## src/rtl/universal_mod_counter.sv

```systemverilog
// Mod-M up/down counter with saturating load, synchronous clear, registered
// compare-match pulse and sticky overflow/underflow flags.
module universal_mod_counter #(
  parameter int N = 8,
  parameter int M = 200
) (
  input  logic         clk,
  input  logic         reset,
  input  logic         syn_clr,
  input  logic         load,
  input  logic         en,
  input  logic         up,
  input  logic [N-1:0] d,
  input  logic [N-1:0] cmp,
  input  logic         clr_flags,
  output logic [N-1:0] q,
  output logic         max_tick,
  output logic         min_tick,
  output logic         match,
  output logic         ov,
  output logic         unf
);

  localparam logic [N-1:0] MaxVal = N'(M - 1);
  // One bit wider so M == 2**N stays representable in the load comparison.
  localparam logic [N:0]   ModVal = (N + 1)'(M);

  logic [N-1:0] cnt_q, cnt_d;
  logic         match_q, match_d;
  logic         ovf_q, ovf_d;
  logic         unf_q, unf_d;
  logic         up_wrap, down_wrap;

  always_comb begin
    // NOTE: every always_comb output gets a default first so no path can infer a latch.
    cnt_d = cnt_q;
    if (syn_clr) begin
      cnt_d = '0;
    end else if (load) begin
      cnt_d = ({1'b0, d} >= ModVal) ? MaxVal : d;
    end else if (en) begin
      if (up) cnt_d = (cnt_q == MaxVal) ? '0 : cnt_q + N'(1);
      else    cnt_d = (cnt_q == '0) ? MaxVal : cnt_q - N'(1);
    end
  end

  always_comb begin
    up_wrap   = en & up  & ~load & ~syn_clr & (cnt_q == MaxVal);
    down_wrap = en & ~up & ~load & ~syn_clr & (cnt_q == '0);
    // cnt_d never reaches values >= M, so an out-of-range cmp cannot match.
    match_d   = (cnt_d == cmp) && (cnt_d != cnt_q);
    ovf_d     = up_wrap   | (ovf_q & ~clr_flags);
    unf_d     = down_wrap | (unf_q & ~clr_flags);
  end

  always_ff @(posedge clk) begin
    // NOTE: sequential state uses non-blocking assignments so all registers update together.
    if (reset) begin
      cnt_q   <= '0;
      match_q <= 1'b0;
      ovf_q   <= 1'b0;
      unf_q   <= 1'b0;
    end else begin
      cnt_q   <= cnt_d;
      match_q <= match_d;
      ovf_q   <= ovf_d;
      unf_q   <= unf_d;
    end
  end

  assign q        = cnt_q;
  assign match    = match_q;
  assign ov       = ovf_q;
  assign unf      = unf_q;
  assign max_tick = (cnt_q == MaxVal);
  assign min_tick = (cnt_q == '0);

endmodule

```

## config.mk

```make
export PLATFORM = sky130hd
export DESIGN_NAME = universal_mod_counter
export DESIGN_NICKNAME = d
export VERILOG_FILES = /design/src/rtl/universal_mod_counter.sv
export SDC_FILE = /design/constraint.sdc
export NUM_CORES = 1
export LEC_CHECK = 0
export CAP_MARGIN = 20
export CORE_MARGIN = 5
export CORE_UTILIZATION = 23
export CTS_CLUSTER_SIZE = 30
export DETAILED_ROUTE_END_ITERATION = 6
export PLACE_DENSITY = 0.48
export RECOVER_POWER = 25
export SETUP_SLACK_MARGIN = 0.02
export SKIP_LAST_GASP = 1
export SYNTH_ARGS = -nofsm -noshare
export SYNTH_HDL_FRONTEND = slang
export SYNTH_SLANG_ARGS = --single-unit
```

## constraint.sdc

```tcl
create_clock -name clk -period 2.9 [get_ports clk]
set_input_delay 0.29 -clock clk [delete_from_list [all_inputs] [get_ports clk]]
set_output_delay 0.29 -clock clk [all_outputs]
set_load 0.005 [all_outputs]
```

==> results.rst <==
.. list-table::
   :header-rows: 1

   * - Metric
     - Value
   * - Width of the die
     - 87.0 um
   * - Share of synthesized area occupied by flip-flops and latches
     - 16.1%
   * - Share of the core filled with cells
     - 33.5%
   * - Leading area contributor after synthesis
     - dfxtp_1
   * - Leak
     - 0.728 nW
   * - Peak supply drop
     - 0.121 mV
   * - Cts-stage hold buffer count
     - 0
   * - Setup repair after global routing missed its margin
     - false
   * - Outcome
     - finished clean
   * - Class of the tightest hold or removal check
     - reg2reg
   * - Dominant cells by area after synthesis
     - dfxtp_1 16%, nor2_1 7.1%, clkbuf_8 5.0%
   * - Buf/Inv on CP
     - 1
   * - Count of state elements after synthesis
     - 11
   * - Post-CTS Setup Inserts
     - 0
   * - Kind of start point of the critical path
     - input port
   * - Drt drc
     - 0
   * - First-pass GRT wire length
     - 8.22 mm
   * - Detailed-route vias per instance
     - 5.15
   * - CP most frequent cell
     - or4_4
   * - First-pass iteration count of the detailed router
     - 4
   * - Via count of the routed design
     - 1644
   * - Average detailed-routed wire length per instance
     - 15.6 um
   * - Pre-CTS setup slack
     - -0.0185 ns
   * - Share of the cycle needed by the critical path after routing
     - 92.4%
   * - Average footprint of a synthesized cell
     - 7.18 um2
   * - Largest net degree at the start of global routing
     - 22
   * - Worst skew pair latency
     - 0.24 ns
   * - Area added between synthesis and finish
     - 43.5%
   * - Count of final setup violators
     - 0
   * - Yosys top cell area share
     - 16.1%
   * - Shortest period the worst path allows
     - 2.68 ns
   * - Max H-tree Level
     - 1
   * - Top-level I/O count
     - 36
   * - Number of enable-type register cells in the synthesized netlist
     - 0
   * - Number of endpoints with negative hold slack in the final report
     - 0
   * - Core Footprint
     - 0.00585 mm2
   * - Overflow after GRT
     - 0
   * - Worst path cell trace
     - clkdlybuf4s50_1 > or4_4 > or4_4 > o21ai_2 > xnor2_1 > or4_1 > nand3_1 > nand4_1 > a2111oi_2
   * - Maximum frequency from static timing analysis
     - 373 MHz
   * - Total detailed-routing wirelength
     - 4.98 mm
   * - Share of post-route cells with drive strength above 1
     - 17.6%
   * - Classification of the worst setup path
     - in2reg
   * - Reported max-cap violation count
     - 0
   * - Top library cells by usage in the layout, fill and taps aside
     - 32 x clkdlybuf4s50_1, 25 x nor2_1, 25 x buf_4
   * - Slowest cell delay on critical path
     - 0.52 ns
   * - All-Layer GR Usage
     - 13.6%
   * - Data required time at the worst endpoint
     - 3.04 ns
   * - Clock tree from TritonCTS
     - built
   * - Final HPWL from detailed placement
     - 3.93 mm
   * - Starting DRT DRC Count
     - 194
   * - Effective utilization at floorplan
     - 23.3%
   * - Post-Syn Nets
     - 216
   * - Critical path fanouts, max
     - 2
   * - Synth unique cells
     - 56
   * - Clock transition time at the flip-flop clock pins of the worst setup and hold paths
     - 0.06 ns
   * - Remaining number of nets flagged by the antenna check after routing
     - 0
   * - Die Ht
     - 87.0 um
   * - Power per Cell Area
     - 297 mW/mm2
   * - Clock tree root driver cell
     - clkbuf_8
   * - Std cell rows
     - 28
   * - Primary flip-flop cell chosen by synthesis mapping
     - dfxtp_1
   * - Num Clock Sinks
     - 11
   * - Post-layout nets
     - 271
   * - Clk_skew
     - 0.00292 ns
   * - Max stage delay cell, worst path
     - or4_4
   * - Kind of cell adding the most delay to the critical path
     - simple AND/OR/NAND/NOR gates
   * - Setup slack of the critical path after layout
     - 0.219 ns
   * - Leading cell type in the layout, fill and taps excluded
     - clkdlybuf4s50_1
   * - Inserted Diodes
     - 0
   * - Cell area after technology mapping
     - 0.00137 mm2
   * - Synth Instances
     - 190
   * - Max Slew Vio Count
     - 0
   * - Via count of the first global-routing pass
     - 1618
   * - Slew @ Worst Pin
     - 0.557 ns
   * - Total Power Consumption
     - 0.583 mW
   * - Worst EP arrival
     - 2.82 ns
   * - Multi-input logic area
     - 0.00102 mm2
   * - Total die area
     - 0.00758 mm2
   * - Port bufs
     - 35
   * - Asr flop ratio synth
     - 0%
   * - Antenna violations before repair
     - 0
   * - Max clock buf depth
     - 2
   * - Sort of element at the end of the critical path
     - register
   * - Worst relative slew slack
     - 62.9%
   * - Yosys warnings
     - 0
   * - FF+latch area
     - 220 um2
   * - Gp weighted congestion
     - 0.866
   * - Clock buffer count from CTS
     - 3
   * - Fill cells
     - 634
[metrics by stage]
step | hold WS [ns] | setup TNS, ns | instances | cell area (um2)
floorplan | 0.454 | 0 | 190 | 1370
global placement | 0.470 | -0.000227 | 315 | 1900
detailed placement | 0.485 | -0.0185 | 315 | 1900
CTS | 0.497 | 0 | 319 | 1950
global route | 0.561 | 0 | 319 | 1960
finish | 0.490 | 0 | 319 | 1960
[cell usage after synthesis, drive strengths merged (2+ instances only)]
cell     n
xor2     4
xnor2    5
nand4    8
nand3    8
clkbuf   9
o311ai   2
a21oi    9
nor3    13
dfxtp   11
or4      4
o22ai    2
a311oi   3
buf      4
nand2b   5
o31ai    3
inv      9
a32oi    2
or3      4
a31oi    2
o311a    2
o21ai   11
nor2    26
a211oi   2
nor4     2
nor2b    3
ha       3
nand2   12
[routing by layer]
| layer | share of wire, % | wire length (um) | GRT usage [%] |
|---|---|---|---|
| met1 | 48 | 2370 | 19.3 |
| met2 | 45 | 2270 | 21.0 |
| met3 | 4.6 | 231 | 1.32 |
| met4 | 2.2 | 109 | 4.96 |
| met5 | 0 | 0 | 0 |
[path summary, 6_finish.rpt]
path | cells past startpoint | end | slack [ns] | from
max | 9 | match | 0.22 | up
min | 2 | unf | 0.49 | unf
max reg2reg | 8 | match | 0.25 | q[2]
min reg2reg | 2 | unf | 0.49 | unf
[cell type report]
type                       instances  area share, %
timing repair buffer              63           28.0
inverter                           9           1.72
tap                               75           4.79
clock buffer                       4           2.30
sequential                        11           11.2
multi-input combinational        157           51.9
[timing repair]
item,4_1_cts,5_1_grt
resized for setup,2,5
hold endpoints to repair,0,0
setup endpoints to repair,1,1
pin swaps,1,2
[report_power, final]
| group | switching [mW] | internal, mW |
|---|---|---|
| combinational | 0.133 | 0.127 |
| sequential | 0.00416 | 0.157 |
| clock | 0.0643 | 0.0970 |
[logic make-up (layout without fill, tap and decap cells)]
logic type | Yosys count | in the layout | synth area share [%]
and+or+nand+nor | 91 | 91 | 34.6
AOI/OAI and AO/OA | 53 | 53 | 28.6
buffers and inverters | 22 | 76 | 11.4
DFF | 11 | 11 | 16.1
xor gates and xnor gates | 9 | 9 | 5.77
adders and majority gates | 3 | 3 | 2.75
muxes | 1 | 1 | 0.733
[flip-flops by register name, summed over array words and instances, names as in the netlist]
signal  cells
match       1
ov          1
unf         1
q           8
[worst reg2reg max path: stages, from the launching register on]
cell	delay, ns
dfxtp_1	0.40
or4_4	0.57
or4_4	0.44
o21ai_2	0.08
xnor2_1	0.11
or4_1	0.49
nand3_1	0.09
nand4_1	0.10
a2111oi_2	0.28
Note: power is estimated with default switching activity, not from simulation.
